<file path="src/rtl/ps2_pkg.sv">
// Shared constants for the PS/2 keyboard path: command codes, scan codes,
// frame geometry, receiver states and the key-to-command lookup.
package ps2_pkg;

    localparam logic [2:0] CMD_IDLE   = 3'b000;
    localparam logic [2:0] CMD_DOWN   = 3'b100;
    localparam logic [2:0] CMD_LEFT   = 3'b101;
    localparam logic [2:0] CMD_RIGHT  = 3'b110;
    localparam logic [2:0] CMD_ROTATE = 3'b111;

    localparam logic [7:0] SC_EXT = 8'hE0;
    localparam logic [7:0] SC_BRK = 8'hF0;

    localparam logic [7:0] SC_ARROW_DOWN  = 8'h72;
    localparam logic [7:0] SC_ARROW_LEFT  = 8'h6B;
    localparam logic [7:0] SC_ARROW_RIGHT = 8'h74;
    localparam logic [7:0] SC_ARROW_UP    = 8'h75;

    localparam logic [7:0] SC_KEY_S = 8'h1B;
    localparam logic [7:0] SC_KEY_A = 8'h1C;
    localparam logic [7:0] SC_KEY_D = 8'h23;
    localparam logic [7:0] SC_KEY_W = 8'h1D;

    // start + 8 data + parity + stop
    localparam int FRAME_BITS = 11;
    localparam int DATA_BITS  = FRAME_BITS - 3;

    typedef enum logic [1:0] {
        RX_IDLE,
        RX_DATA,
        RX_PARITY,
        RX_STOP
    } rx_state_e;

    function automatic logic [2:0] map_key(input logic [7:0] code,
                                           input logic       extended);
        logic [2:0] cmd;
        cmd = CMD_IDLE;
        if (extended) begin
            case (code)
                SC_ARROW_DOWN:  cmd = CMD_DOWN;
                SC_ARROW_LEFT:  cmd = CMD_LEFT;
                SC_ARROW_RIGHT: cmd = CMD_RIGHT;
                SC_ARROW_UP:    cmd = CMD_ROTATE;
                default:        cmd = CMD_IDLE;
            endcase
        end else begin
            case (code)
                SC_KEY_S: cmd = CMD_DOWN;
                SC_KEY_A: cmd = CMD_LEFT;
                SC_KEY_D: cmd = CMD_RIGHT;
                SC_KEY_W: cmd = CMD_ROTATE;
                default:  cmd = CMD_IDLE;
            endcase
        end
        return cmd;
    endfunction

endpackage

</file>
<file path="src/rtl/ps2_frame_rx.sv">
// PS/2 frame receiver: pin synchronisers, falling-edge detect, bit FSM,
// odd-parity/stop checking and inter-edge timeout. Result outputs are
// combinational pulses aligned with the detected stop-bit edge.
module ps2_frame_rx
    import ps2_pkg::*;
#(
    parameter int TIMEOUT_CYCLES = 10000
) (
    input  logic       clk,
    input  logic       rst,
    input  logic       ps2_clk,
    input  logic       ps2_data,
    output logic [7:0] rx_byte,
    output logic       byte_valid,
    output logic       frame_error
);

    localparam int CNT_W = $clog2(TIMEOUT_CYCLES + 1);

    logic [1:0]       clk_sync_q,  clk_sync_d;
    logic [1:0]       data_sync_q, data_sync_d;
    logic             clk_prev_q,  clk_prev_d;
    rx_state_e        state_q,     state_d;
    logic [2:0]       bit_cnt_q,   bit_cnt_d;
    logic [7:0]       shift_q,     shift_d;
    logic             parity_q,    parity_d;
    logic [CNT_W-1:0] timeout_q,   timeout_d;

    logic fall;
    logic bit_in;

    always_comb begin
        clk_sync_d  = {clk_sync_q[0], ps2_clk};
        data_sync_d = {data_sync_q[0], ps2_data};
        clk_prev_d  = clk_sync_q[1];
        fall        = clk_prev_q & ~clk_sync_q[1];
        bit_in      = data_sync_q[1];
    end

    always_comb begin
        state_d     = state_q;
        bit_cnt_d   = bit_cnt_q;
        shift_d     = shift_q;
        parity_d    = parity_q;
        timeout_d   = timeout_q;
        byte_valid  = 1'b0;
        frame_error = 1'b0;
        rx_byte     = shift_q;

        if (fall) begin
            // A detected edge always resets the watchdog, even on its last cycle.
            timeout_d = '0;
            case (state_q)
                RX_IDLE: begin
                    if (!bit_in) begin
                        state_d   = RX_DATA;
                        bit_cnt_d = '0;
                    end
                end
                RX_DATA: begin
                    shift_d   = {bit_in, shift_q[7:1]};
                    bit_cnt_d = bit_cnt_q + 3'd1;
                    if (bit_cnt_q == 3'(DATA_BITS - 1)) begin
                        state_d = RX_PARITY;
                    end
                end
                RX_PARITY: begin
                    parity_d = bit_in;
                    state_d  = RX_STOP;
                end
                RX_STOP: begin
                    state_d = RX_IDLE;
                    if (bit_in && (^{shift_q, parity_q})) begin
                        byte_valid = 1'b1;
                    end else begin
                        frame_error = 1'b1;
                    end
                end
                default: state_d = RX_IDLE;
            endcase
        end else if (state_q != RX_IDLE) begin
            if (timeout_q == CNT_W'(TIMEOUT_CYCLES - 1)) begin
                frame_error = 1'b1;
                state_d     = RX_IDLE;
                timeout_d   = '0;
            end else begin
                timeout_d = timeout_q + 1'b1;
            end
        end else begin
            timeout_d = '0;
        end
    end

    // Synchronisers reset to the idle-high line level so reset never fakes an edge.
    always_ff @(posedge clk) begin
        if (rst) begin
            clk_sync_q  <= 2'b11;
            data_sync_q <= 2'b11;
            clk_prev_q  <= 1'b1;
            state_q     <= RX_IDLE;
            bit_cnt_q   <= '0;
            shift_q     <= '0;
            parity_q    <= 1'b0;
            timeout_q   <= '0;
        end else begin
            clk_sync_q  <= clk_sync_d;
            data_sync_q <= data_sync_d;
            clk_prev_q  <= clk_prev_d;
            state_q     <= state_d;
            bit_cnt_q   <= bit_cnt_d;
            shift_q     <= shift_d;
            parity_q    <= parity_d;
            timeout_q   <= timeout_d;
        end
    end

endmodule

</file>
<file path="src/rtl/ps2_command_decoder.sv">
// Turns received PS/2 bytes into one-cycle game commands, tracking the
// E0 (extended) and F0 (break) prefixes between bytes.
module ps2_command_decoder
    import ps2_pkg::*;
#(
    parameter int TIMEOUT_CYCLES = 10000
) (
    input  logic       clk,
    input  logic       rst,
    input  logic       ps2_clk,
    input  logic       ps2_data,
    output logic [2:0] keyboard_signal,
    output logic [7:0] scan_code,
    output logic       scan_valid,
    output logic       frame_error
);

    logic [7:0] rx_byte;
    logic       rx_valid;
    logic       rx_error;

    logic       ext_pending_q, ext_pending_d;
    logic       brk_pending_q, brk_pending_d;
    logic [2:0] cmd_q,         cmd_d;
    logic [7:0] scan_code_q,   scan_code_d;
    logic       scan_valid_q,  scan_valid_d;
    logic       frame_error_q, frame_error_d;

    ps2_frame_rx #(
        .TIMEOUT_CYCLES(TIMEOUT_CYCLES)
    ) u_rx (
        .clk        (clk),
        .rst        (rst),
        .ps2_clk    (ps2_clk),
        .ps2_data   (ps2_data),
        .rx_byte    (rx_byte),
        .byte_valid (rx_valid),
        .frame_error(rx_error)
    );

    always_comb begin
        ext_pending_d = ext_pending_q;
        brk_pending_d = brk_pending_q;
        cmd_d         = CMD_IDLE;
        scan_code_d   = scan_code_q;
        scan_valid_d  = rx_valid;
        frame_error_d = rx_error;

        if (rx_valid) begin
            scan_code_d = rx_byte;
            if (rx_byte == SC_EXT) begin
                ext_pending_d = 1'b1;
            end else if (rx_byte == SC_BRK) begin
                brk_pending_d = 1'b1;
            end else begin
                // Releases are swallowed; only makes (including typematic repeats) fire.
                if (!brk_pending_q) begin
                    cmd_d = map_key(rx_byte, ext_pending_q);
                end
                ext_pending_d = 1'b0;
                brk_pending_d = 1'b0;
            end
        end else if (rx_error) begin
            ext_pending_d = 1'b0;
            brk_pending_d = 1'b0;
        end
    end

    always_ff @(posedge clk) begin
        if (rst) begin
            ext_pending_q <= 1'b0;
            brk_pending_q <= 1'b0;
            cmd_q         <= CMD_IDLE;
            scan_code_q   <= 8'h00;
            scan_valid_q  <= 1'b0;
            frame_error_q <= 1'b0;
        end else begin
            ext_pending_q <= ext_pending_d;
            brk_pending_q <= brk_pending_d;
            cmd_q         <= cmd_d;
            scan_code_q   <= scan_code_d;
            scan_valid_q  <= scan_valid_d;
            frame_error_q <= frame_error_d;
        end
    end

    assign keyboard_signal = cmd_q;
    assign scan_code       = scan_code_q;
    assign scan_valid      = scan_valid_q;
    assign frame_error     = frame_error_q;

endmodule

</file>
<file path="config.mk">
export PLATFORM = sky130hd
export DESIGN_NAME = ps2_command_decoder
export DESIGN_NICKNAME = d
export VERILOG_FILES = /design/src/rtl/ps2_pkg.sv /design/src/rtl/ps2_frame_rx.sv /design/src/rtl/ps2_command_decoder.sv
export SDC_FILE = /design/constraint.sdc
export NUM_CORES = 1
export LEC_CHECK = 0
export ABC_AREA = 1
export BUFFER_PORTS_ARGS = -buffer_cell sky130_fd_sc_hd__buf_2
export CAP_MARGIN = 20
export CORE_MARGIN = 2
export CORE_UTILIZATION = 35
export CTS_BUF_LIST = sky130_fd_sc_hd__clkbuf_8 sky130_fd_sc_hd__clkbuf_16
export CTS_CLUSTER_SIZE = 8
export DETAILED_ROUTE_END_ITERATION = 16
export GPL_ROUTABILITY_DRIVEN = 0
export SLEW_MARGIN = 20
export SYNTH_ARGS = -nofsm -noshare
export SYNTH_HDL_FRONTEND = slang
export SYNTH_SLANG_ARGS = --single-unit
</file>
<file path="constraint.sdc">
create_clock -name clk -period 1.4 [get_ports clk]
set_input_delay 0.28 -clock clk [delete_from_list [all_inputs] [get_ports clk]]
set_output_delay 0.28 -clock clk [all_outputs]
set_load 0.005 [all_outputs]
</file>
=== Yosys cells after proc, flatten, opt, wreduce, memory -nomap -nowiden ===
Index checks and enable logic that the tools add are counted.

* Register bits after elaboration: 48
* Input bits: 4
* Logic and storage cells: 82

* $add $sub $neg: 2
* Eq/ne operators: 20
* Muxes and demuxes: 26
* Bitwise operators: 4
* Reduce and logical (&&, ||, !) cells: 16

{| class="wikitable"
|+ Operators with widths
! cell !! count
|-
| 8-bit by 7-bit equality test with 1-bit output (second input constant) || 4
|-
| 8-bit by 5-bit equality test with 1-bit output (second input constant) || 3
|-
| 3-bit one-hot mux with 4 select lines || 2
|-
| 8-bit equality test (second input constant) || 2
|-
| 1-bit 2-to-1 mux || 15
|-
| 14-bit by 1-bit adder with 14-bit output (second input constant) || 1
|-
| 14-bit equality test (second input constant) || 1
|-
| 2-bit 2-to-1 mux || 5
|-
| 2-bit nonzero test || 5
|-
| 3-bit != test (second input constant) || 3
|-
| 9-bit parity || 1
|-
| 8-bit by 6-bit equality test with 1-bit output (second input constant) || 1
|-
| 2-bit one-hot mux with 4 select lines || 1
|-
| 2-bit AND reduction || 4
|-
| 3-bit 2-to-1 mux || 2
|-
| 3-bit one-hot mux with 2 select lines || 1
|-
| 5-bit OR reduction || 1
|-
| 2-bit equality test (second input constant) || 2
|-
| 2-bit != test (second input constant) || 2
|-
| 4-bit AND reduction || 1
|-
| 4-bit OR reduction || 1
|-
| 3-bit by 1-bit adder with 3-bit output (second input constant) || 1
|-
| 3-bit equality test (second input constant) || 1
|-
| 1-bit NOT || 3
|-
| other kinds (5) || 5
|}

=== Depth between registers and ports, before layout ===
Gate-level depths: netlist of the first run.

* Word-level depth: 7
* Mapped depth: 14
* Mapped depth without buffers: 13

=== Modules after synthesis ===
From an unflattened synthesis of the first run, not the netlist that was laid out.

* Cells, all modules: 335
* Area total of the unflattened synthesis: 2357.3 um^2

{| class="wikitable"
|+ Modules (own cells, without submodules)
! module !! instances !! cells each !! area each (um^2) !! sequential area each (um^2)
|-
| ps2_frame_rx || 1 || 218 || 1622.8 || 660.6
|-
| ps2_command_decoder || 1 || 117 || 734.5 || 300.3
|}

=== Worst setup path after synthesis of the first run ===
No wires, ideal clock.

* Path kind: register -> register
* From: register u_rx.timeout_q[0]
* To: register u_rx.timeout_q[12]
* Arrival time: 1.382 ns
* Path slack: -0.096 ns
* Cell stages (with the launch flop): 10
* Clock period less this slack: 1.496 ns
* Cells stage by stage: dfxtp_1 ha_1 nand2_1 inv_1 nand2_1 nor2_1 nand3_1 nor4_1 a21oi_1 o21a_1

* Word-level cells in the longest chain between the ends: 2

{| class="wikitable"
|+ RTL lines
! item !! RTL line !! text
|-
| from (decl) || ps2_frame_rx.sv:27 || <nowiki>logic [CNT_W-1:0] timeout_q, timeout_d;</nowiki>
|-
| from (signal assigned) || ps2_frame_rx.sv:113 || <nowiki>timeout_q <= timeout_d;</nowiki>
|-
| branches (longest 2 deep; another with 14-bit by 1-bit adder with 14-bit output) || -- ||
|}

Several ways; the timed one is not identified.
A chain may end at the register's enable or synchronous reset.

=== Worst setup path in the final report of the first run ===
* From: register u_rx.timeout_q[0]
* To: register u_rx.state_q[0]

* Word-level cells in the longest chain between the ends: 3

{| class="wikitable"
|+ RTL lines
! item !! RTL line !! text
|-
| 14-bit equality test || ps2_frame_rx.sv:82 || <nowiki>if (timeout_q == CNT_W'(TIMEOUT_CYCLES - 1)) begin</nowiki>
|-
| 2-bit nonzero test (no source line) || -- ||
|-
| 4-bit AND reduction (no source line) || -- ||
|-
| to (signal assigned) || ps2_frame_rx.sv:109 || <nowiki>state_q <= state_d;</nowiki>
|-
| to (decl) || ps2_frame_rx.sv:23 || <nowiki>rx_state_e state_q, state_d;</nowiki>
|}

Every way passes these cells.

==> flow_metrics.py, run 1 <==
metrics = {
    "min_path": {
        "hold_path_class": "input pin to register",
        "hold_path_end": "u_rx.clk_sync_q[0]",
        "hp-start": "ps2_clk",
        "hold-path-cell-count": 2,
    },
    "synth": {
        "synth_edf_count": 0,
        "ys_seq_area_frac": 0.426,
        "ys_async_sr_fraction": 0,
        "synthesis.area_sq_um": 2250,
        "syn-instance-count": 304,
        "yosysWarningCount": 0,
        "syn_nets": 315,
        "avgSynthCellArea_sq_um": 7.41,
        "ys.flop_type": "dfxtp_1",
        "synth_seq_cells": 48,
        "ys_types": 33,
    },
    "global_routing": {
        "grt_pass1_wl_um": 9030,
        "busiest_layer": "met2",
        "antenna_found_initial": 0,
        "grt_max_degree": 17,
        "grt_use_met3": 0.0315,
        "met1_usage": 0.203,
        "track_usage": 0.153,
        "gr-total-overflow": 0,
        "grt_pass1_vias": 2025,
        "use_met2": 0.245,
    },
    "cells_and_area": {
        "mostFrequentLayoutCells": "buf_4, dfxtp_1, nand2_1",
        "design_area_sq_um": 3220,
        "syn2layout_area_growth_pct": 43.0,
        "n_antenna_cell": 0,
        "fillers": 603,
        "final_layout_size_suffix_gt1_frac": 0.429,
        "nNetsFinal": 385,
        "final_common_cell": "buf_4",
        "utilization": 0.513,
    },
    "floorplan": {
        "ios": 17,
        "initial_core_util": 0.359,
        "core_area_sq_um": 6280,
        "row_count": 29,
        "fp.dieW_um": 84.2,
        "die_h_um": 84.2,
        "die_area_sq_um": 7100,
    },
    "job": {
        "maxCapViolations": 0,
    },
    "detailed_routing": {
        "ant_nets": 0,
        "routed-via-count": 2215,
        "wl_per_cell_um": 11.6,
        "drt_wl_total_um": 5260,
        "drt_iter0_markers": 104,
        "viasPerCell": 4.90,
        "firstDrtPassIters": 4,
        "drc": 0,
    },
    "setup_path": {
        "rr_worst_depth": 10,
        "crit_path_end_kind": "register",
        "r2r-end": "u_rx.state_q[0]",
        "rrSetupSlack_ns": -0.06,
        "cp_max_fo": 4,
        "reg2reg_from": "u_rx.timeout_q[0]",
        "cp.required_ns": 1.59,
        "setup.worst_path.class": "register to register",
        "start_kind": "register",
        "arrival_ns": 1.64,
    },
    "timing": {
        "rsz0062_at_grt": "true",
        "clock_skew_ns": 0.0128,
        "maxSlewViolCount": 0,
        "timing.fmax_mhz": 686,
        "worst_slew_pin_slew_ns": 0.295,
        "period_needed_ns": 1.46,
        "setup-violations-final": 20,
        "maxSlewHeadroom": 0.802,
        "hold_viol_final": 0,
        "post-route-period-util": 1.04,
        "worst_slack_ns": -0.0583,
    },
    "outcome": {
        "violations": "negative setup slack",
        "status": "finished, violations left",
    },
    "cts": {
        "clk_path_buf_depth": 2,
        "clk_latency_ns": 0.30,
        "clock-sinks": 48,
        "clk_pin_slew_ns": 0.09,
        "root_buffer": "clkbuf_8",
        "cts_max_level": 2,
        "cts_buffers": 5,
        "ctsHoldBuffers": 0,
        "cts_tree": "built",
    },
    "power": {
        "max-vdd-ir-drop_mv": 0.531,
        "powerDensity_nw_per_um2": 788,
        "leakage_nw": 1.32,
    },
    "placed_design": {
        "dp_hpwl_um": 3740,
        "post_dp_cell_area_sq_um": 2740,
        "post-place-ws_ns": -0.188,
        "port_buffers": 16,
    },
}
==> registers in the layout (all words and copies together), names as in the netlist <==
register and count:
brk_pending_q 1, ext_pending_q 1, frame_error 1, keyboard_signal 3
scan_code 8, scan_valid 1, u_rx.bit_cnt_q 3, u_rx.clk_prev_q 1
u_rx.clk_sync_q 2, u_rx.data_sync_q 2, u_rx.parity_q 1, u_rx.rx_byte 8
u_rx.state_q 2, u_rx.timeout_q 14
==> cells by family after synthesis <==
kind of cell / after synthesis / share of synthesized area
and+or+nand+nor: 140 / 0.296
AOI/OAI and AO/OA: 54 / 0.128
buffers and inverters: 50 / 0.0916
DFF: 48 / 0.426
adders and majority gates: 7 / 0.0389
xor gates and xnor gates: 5 / 0.0194
==> synth_stat cells (4+ instances only) <==
| master | number | area (sq um) |
|---|---|---|
| buf_2 | 6 | 30.0 |
| o21ai_0 | 16 | 80.1 |
| nand4_1 | 15 | 93.8 |
| dfxtp_1 | 48 | 961 |
| inv_1 | 34 | 128 |
| nand3_1 | 14 | 70.1 |
| ha_1 | 7 | 87.6 |
| nor2_1 | 29 | 109 |
| a21oi_1 | 31 | 155 |
| or2_2 | 5 | 31.3 |
| inv_2 | 4 | 15.0 |
| nand2_1 | 52 | 195 |
| nor3_1 | 12 | 60.1 |
==> worst max-delay path, stage by stage (launching register included) <==
cell,delay [ns]
dfxtp_2,0.36
ha_4,0.14
nand2_2,0.05
inv_2,0.07
nand2_4,0.06
nor2_4,0.10
buf_6,0.10
nand4_1,0.16
nand2_2,0.17
buf_6,0.11
a21oi_2,0.04
==> how the worst max path moves through the flow <==
stage,from,to
4_1_cts,u_rx.timeout_q[1],u_rx.state_q[1]
6_report,u_rx.timeout_q[0],u_rx.state_q[0]
2_1_floorplan,u_rx.timeout_q[0],u_rx.timeout_q[10]
3_3_place_gp,u_rx.timeout_q[0],u_rx.timeout_q[7]
3_5_place_dp,u_rx.timeout_q[0],u_rx.state_q[1]
5_1_grt,u_rx.timeout_q[0],u_rx.state_q[0]
==> per-stage QoR <==
step	setup TNS, ns	std cells	hold WS, ns	total power [mW]
6_report	-0.627	452	0.150	2.54
5_1_grt	-3.58	452	0.149	2.64
4_1_cts	-0.400	444	0.138	2.56
3_5_place_dp	-2.60	431	0.399	1.49
3_3_place_gp	-1.56	431	0.392	1.49
2_1_floorplan	0	304	0.352	1.46
==> repair_timing <==
action,4_1_cts,5_1_grt
gates cloned,1,0
pin swaps,10,16
buffers inserted,4,8
endpoints found under the setup margin,31,38
resized for setup,48,36
==> routing by layer <==
| metal | up-vias | share of wire |
|---|---|---|
| met5 | - | 0 |
| met4 | 0 | 0.017 |
| met3 | 7 | 0.035 |
| met2 | 40 | 0.46 |
| met1 | 1020 | 0.49 |
| li1 | 1148 | - |
==> where the power goes <==
group | switching (mW) | leakage [nW] | total, mW | internal, mW
clock network | 0.478 | 0.0614 | 1.06 | 0.585
registers | 0.00603 | 0.394 | 1.37 | 1.37
logic | 0.0579 | 0.860 | 0.104 | 0.0459
==> area by class of cell <==
| class | count | area (sq um) | area share |
|---|---|---|---|
| repair buffers | 74 | 562 | 0.174 |
| multi-input cells | 207 | 1320 | 0.409 |
| inverters | 38 | 145 | 0.0450 |
| flip-flops and latches | 48 | 981 | 0.304 |
| clock inverters | 2 | 38.8 | 0.0120 |
| well taps | 77 | 96.3 | 0.0299 |
| clock buffers | 6 | 82.6 | 0.0256 |
No activity file was read; power rests on OpenSTA's default activity.
==> run 2: changes to the inputs <==
--- a/config.mk
+++ b/config.mk
@@ -6,6 +6,7 @@
 export NUM_CORES = 1
 export LEC_CHECK = 0
 export ABC_AREA = 1
+export ABC_CLOCK_PERIOD_IN_PS = 1400
 export BUFFER_PORTS_ARGS = -buffer_cell sky130_fd_sc_hd__buf_2
 export CAP_MARGIN = 20
 export CORE_MARGIN = 2
@@ -14,6 +15,7 @@
 export CTS_CLUSTER_SIZE = 8
 export DETAILED_ROUTE_END_ITERATION = 16
 export GPL_ROUTABILITY_DRIVEN = 0
+export MAX_ROUTING_LAYER = met4
 export SLEW_MARGIN = 20
 export SYNTH_ARGS = -nofsm -noshare
 export SYNTH_HDL_FRONTEND = slang
==> run 2 against run 1 <==
Compared with the run above:
- largest cell class unchanged
- the run still ends with negative setup slack left
- non-clock buffer count stayed put
- register-to-register slack about the same
- cell count did not move
- largest power group unchanged
==> flow_metrics.py, run 2 (synthesized netlist as in run 1, its figures left out) <==
metrics = {
    "outcome": {
        "status": "finished, violations left",
        "violations": "negative setup slack",
    },
    "floorplan": {
        "ios": 17,
        "fp.dieW_um": 84.2,
        "die_h_um": 84.2,
        "die_area_sq_um": 7100,
        "core_area_sq_um": 6280,
        "initial_core_util": 0.359,
        "row_count": 29,
    },
    "placed_design": {
        "dp_hpwl_um": 3740,
        "port_buffers": 16,
        "post_dp_cell_area_sq_um": 2740,
        "post-place-ws_ns": -0.188,
    },
    "cells_and_area": {
        "final_common_cell": "buf_4",
        "final_layout_size_suffix_gt1_frac": 0.429,
        "syn2layout_area_growth_pct": 43.0,
        "nNetsFinal": 385,
        "regMostFlops": "u_rx.timeout_q",
        "mostFrequentLayoutCells": "buf_4, dfxtp_1, nand2_1",
        "n_antenna_cell": 0,
        "design_area_sq_um": 3220,
        "utilization": 0.513,
        "largest_register_ffs": 14,
    },
    "min_path": {
        "hold-path-cell-count": 2,
        "hold_path_class": "input pin to register",
        "hold_path_end": "u_rx.clk_sync_q[0]",
        "hp-start": "ps2_clk",
    },
    "setup_path": {
        "r2r-end": "frame_error",
        "crit_chain": "inv_2, nand2_2, nand2_2, nand2_2, nand2_2, nand2_2, nand2_2, nand2_2, nand2_4, buf_6, buf_4, nand3_1, nand3_1, inv_1",
        "cp.required_ns": 1.65,
        "arrival_ns": 1.71,
        "crit_path_frequent_cell": "nand2_2",
        "path_delay_family": "simple AND/OR/NAND/NOR gates",
        "rrSetupSlack_ns": -0.06,
        "crit_path_end_kind": "register",
        "cp_max_fo": 5,
        "reg2reg_from": "u_rx.rx_byte[0]",
        "rr_worst_depth": 14,
        "start_kind": "register",
        "cp_slowest_cell": "dfxtp_2",
        "cp_num_buf_inv": 4,
        "setup.worst_path.class": "register to register",
        "slowest_delay_ns": 0.37,
    },
    "power": {
        "power_mw": 2.54,
        "max-vdd-ir-drop_mv": 0.530,
        "leakage_nw": 1.32,
        "powerDensity_nw_per_um2": 788,
    },
    "cts": {
        "ctsHoldBuffers": 0,
        "clk_latency_ns": 0.30,
        "cts_buffers": 5,
        "clock-sinks": 48,
        "root_buffer": "clkbuf_8",
        "cts_max_level": 2,
        "clk_path_buf_depth": 2,
        "clk_pin_slew_ns": 0.09,
        "cts_tree": "built",
    },
    "timing": {
        "worst_slack_ns": -0.0591,
        "post-route-period-util": 1.04,
        "setup-violations-final": 20,
        "hold_viol_final": 0,
        "clock_skew_ns": 0.0125,
        "worst_slew_pin_slew_ns": 0.295,
        "maxSlewViolCount": 0,
        "maxSlewHeadroom": 0.802,
        "period_needed_ns": 1.46,
        "timing.fmax_mhz": 685,
        "rsz0062_at_grt": "true",
    },
    "detailed_routing": {
        "routed-via-count": 2206,
        "wl_per_cell_um": 11.6,
        "ant_nets": 0,
        "drt_wl_total_um": 5260,
        "drc": 0,
        "firstDrtPassIters": 4,
        "viasPerCell": 4.88,
        "drt_iter0_markers": 101,
    },
    "global_routing": {
        "grt_pass1_wl_um": 9050,
        "grt_pass1_vias": 2022,
        "grt_max_degree": 17,
        "antenna_found_initial": 0,
        "gr-total-overflow": 0,
        "track_usage": 0.158,
    },
    "job": {
        "maxCapViolations": 0,
    },
}
==> run 2: cell counts in the layout (fill, tap and decap cells not counted) <==
No cell type changed its count.
==> run 2: metal layers <==
| layer | wire length [um] | global-route usage | part of all wire |
|---|---|---|---|
| met4 | 92 | 0.0601 | 0.017 |
| met3 | 182 | 0.0305 | 0.035 |
| met1 | 2560 | 0.204 | 0.49 |
| met5 | 0 | - | 0 |
| met2 | 2420 | 0.245 | 0.46 |
==> run 2: power by group <==
part | leakage [nW] | switching, mW | internal (mW)
sequential | 0.394 | 0.00591 | 1.37
combinational | 0.860 | 0.0579 | 0.0459
clock | 0.0614 | 0.476 | 0.584
total | 1.32 | 0.540 | 2.00
==> run 2: area by class of cell <==
class	count	area (sq um)
Fill cell	603	3060
Clock buffer	6	82.6
Timing Repair Buffer	74	562
Tap cell	77	96.3
Sequential cell	48	981
Multi-Input combinational cell	207	1320
Clock inverter	2	38.8
Inverter	38	145
==> run 2: what timing repair did <==
action / CTS / global route
buffers inserted: 4 / 8
gates resized for setup: 48 / 36
endpoints found under the setup margin: 31 / 38
cloned: 1 / 0
pin swaps: 10 / 16
==> run 2: worst max-delay path by stage <==
stage / to / cells after the start / start
finish: frame_error / 14 / u_rx.rx_byte[0]
CTS: u_rx.state_q[1] / 10 / u_rx.timeout_q[1]
global placement: u_rx.timeout_q[7] / 9 / u_rx.timeout_q[0]
global route: u_rx.state_q[0] / 10 / u_rx.timeout_q[0]
detailed placement: u_rx.state_q[1] / 10 / u_rx.timeout_q[0]
floorplan: u_rx.timeout_q[10] / 9 / u_rx.timeout_q[0]
==> run 2: stage by stage <==
step / TNS, ns / hold slack [ns] / cells
finish: -0.627 / 0.150 / 452
global route: -3.56 / 0.148 / 452
detailed placement: -2.60 / 0.399 / 431
global placement: -1.56 / 0.392 / 431
CTS: -0.400 / 0.138 / 444
floorplan: 0 / 0.352 / 304
==> run 2: worst register-to-register path, delay by kind of cell, from the launching register on <==
| kind | cells | cell delay [ns] |
|---|---|---|
| AND/OR/NAND/NOR | 10 | 0.68 |
| flip-flops | 1 | 0.37 |
| buffers and inverters | 4 | 0.37 |
==> run 3: changes to the inputs <==
--- a/config.mk
+++ b/config.mk
@@ -10,7 +10,7 @@
 export BUFFER_PORTS_ARGS = -buffer_cell sky130_fd_sc_hd__buf_2
 export CAP_MARGIN = 20
 export CORE_MARGIN = 2
-export CORE_UTILIZATION = 35
+export CORE_UTILIZATION = 45
 export CTS_BUF_LIST = sky130_fd_sc_hd__clkbuf_8 sky130_fd_sc_hd__clkbuf_16
 export CTS_CLUSTER_SIZE = 8
 export DETAILED_ROUTE_END_ITERATION = 16
==> run 3 against run 2 <==
Compared with the run above:
- the run still ends with negative setup slack left
- cell area decreased by 1.9%
- clock power decreased by 25%
- flip-flop and latch count unchanged
- global-route usage increased by 5.0 points
- die area decreased by 21%
- cell count decreased by 3.8%
- sequential share of layout area increased by 0.74 points
- utilization increased by 15 points
- count of clock-buffer cells in the layout decreased by 1
- largest cell class unchanged
- worst hold slack improved by 0.0096 ns
- non-clock buffer count decreased by 6
==> flow_metrics.py, run 3 (synthesized netlist as in run 1, its figures left out) <==
metrics = {
    "outcome": {
        "violations": "negative setup slack",
        "status": "finished, violations left",
    },
    "global_routing": {
        "gr-total-overflow": 0,
        "grt_use_met3": 0.0402,
        "busiest_layer": "met2",
        "use_met2": 0.320,
        "track_usage": 0.208,
        "antenna_found_initial": 0,
        "grt_pass1_vias": 1953,
        "met1_usage": 0.276,
        "grt_pass1_wl_um": 8680,
        "grt_max_degree": 17,
    },
    "floorplan": {
        "ios": 17,
        "fp.dieW_um": 74.8,
        "core_area_sq_um": 4790,
        "die_area_sq_um": 5590,
        "die_h_um": 74.8,
        "initial_core_util": 0.471,
        "row_count": 25,
    },
    "cts": {
        "ctsHoldBuffers": 0,
        "cts_tree": "built",
        "clk_pin_slew_ns": 0.10,
        "cts_max_level": 2,
        "clk_latency_ns": 0.31,
        "cts_buffers": 5,
        "root_buffer": "clkbuf_8",
        "clk_path_buf_depth": 2,
        "clock-sinks": 48,
    },
    "power": {
        "intPower_mw": 1.74,
        "max-vdd-ir-drop_mv": 0.525,
        "power_frac_seq": 0.605,
        "clkPwrFrac": 0.351,
        "switching_share": 0.231,
        "power_mw": 2.27,
        "comb_power_share": 0.045,
        "leakage_nw": 1.27,
        "powerDensity_nw_per_um2": 717,
        "power.net_switching_mw": 0.523,
    },
    "setup_path": {
        "slowest_delay_ns": 0.35,
        "crit_path_end_kind": "register",
        "cp_slowest_cell": "dfxtp_1",
        "cp.required_ns": 1.62,
        "crit_chain": "inv_1, nand4_1, nor2_2, nand4_1, nand2_1, nand2_1, nand2_2, nor2_1",
        "start_kind": "register",
        "setup.worst_path.class": "register to register",
        "cp_max_fo": 3,
        "arrival_ns": 1.68,
    },
    "cells_and_area": {
        "mostFrequentLayoutCells": "buf_4, nand2_1, dfxtp_1",
        "largest_register_ffs": 14,
        "syn2layout_area_growth_pct": 40.3,
        "final_layout_size_suffix_gt1_frac": 0.421,
        "n_antenna_cell": 0,
        "final_common_cell": "buf_4",
        "regMostFlops": "u_rx.timeout_q",
        "nNetsFinal": 379,
        "fin_cells": 435,
        "fillers": 404,
    },
    "timing": {
        "maxSlewHeadroom": 0.778,
        "clock_skew_ns": 0.0133,
        "worst_slew_pin_slew_ns": 0.331,
        "holdWs_ns": 0.160,
        "period_needed_ns": 1.46,
        "maxSlewViolCount": 0,
        "worst_slack_ns": -0.0617,
        "hold_viol_final": 0,
        "setup_tns_ns": -0.200,
        "rsz0062_at_grt": "true",
        "post-route-period-util": 1.04,
        "timing.fmax_mhz": 684,
        "setup-violations-final": 7,
    },
    "detailed_routing": {
        "drt_wl_total_um": 5290,
        "routed-via-count": 2170,
        "wl_per_cell_um": 12.2,
        "firstDrtPassIters": 4,
        "viasPerCell": 4.99,
        "ant_nets": 0,
        "drc": 0,
        "drt_iter0_markers": 100,
    },
    "placed_design": {
        "dp_hpwl_um": 3670,
        "port_buffers": 16,
        "post-place-cells": 420,
    },
    "job": {
        "maxCapViolations": 0,
    },
    "min_path": {
        "hold_path_class": "input pin to register",
    },
}
[run 3: area by class of cell]
cell class              count  area, sq um  share of cell area
clock inverters             2         8.76             0.00277
clock buffers               5         68.8              0.0218
repair buffers             68          514               0.163
well taps                  67         83.8              0.0265
flip-flops and latches     48          986               0.312
inverters                  38          145              0.0459
multi-input cells         207         1360               0.429
[run 3: path summary, 6_finish.rpt]
check                                          from                   to  slack (ns)  cells after the start
worst max register to register    u_rx.timeout_q[6]        brk_pending_q       -0.06                      8
worst min-delay path                        ps2_clk   u_rx.clk_sync_q[0]        0.16                      2
worst min register to register  u_rx.data_sync_q[0]  u_rx.data_sync_q[1]        0.41                      1
worst max-delay path              u_rx.timeout_q[6]        brk_pending_q       -0.06                      8
[run 3: metrics by stage]
stage | setup WS, ns | util | cell area (sq um)
6_report | -0.0617 | 0.661 | 3160
5_1_grt | -0.149 | 0.661 | 3160
4_1_cts | -0.0411 | 0.610 | 2920
3_5_place_dp | -0.193 | 0.568 | 2720
3_3_place_gp | -0.100 | 0.568 | 2720
2_1_floorplan | 0.00351 | - | 2270
[run 3: power by group through the flow]
stage | clock network, mW | registers (mW) | logic (mW)
4_1_cts | 0.818 | 1.38 | 0.0887
6_report | 0.794 | 1.37 | 0.102
2_1_floorplan | 0 | 1.41 | 0.0496
3_3_place_gp | 0 | 1.41 | 0.0816
3_5_place_dp | 0 | 1.41 | 0.0838
5_1_grt | 0.860 | 1.37 | 0.114
[run 3: timing repair]
item / 4_1_cts / 5_1_grt
pin swaps: 9 / 28
gates cloned: 1 / 0
setup buffers: 1 / 6
resized for setup: 33 / 58
endpoints found under the hold margin: 0 / 0
setup endpoints to repair: 30 / 33
[run 3: critical path: cells and delay by family, from the launching register on]
family	cells	cell delay, ns
buffers and inverters	1	0.17
DFF	1	0.35
and+or+nand+nor	7	0.86
[run 3: per-layer routing]
| metal | part of all wire | vias up | routed length [um] |
|---|---|---|---|
| met4 | 0.018 | 0 | 95 |
| met2 | 0.46 | 49 | 2420 |
| met3 | 0.053 | 10 | 281 |
| met1 | 0.47 | 981 | 2490 |
| li1 | - | 1130 | - |
| met5 | 0 | - | 0 |
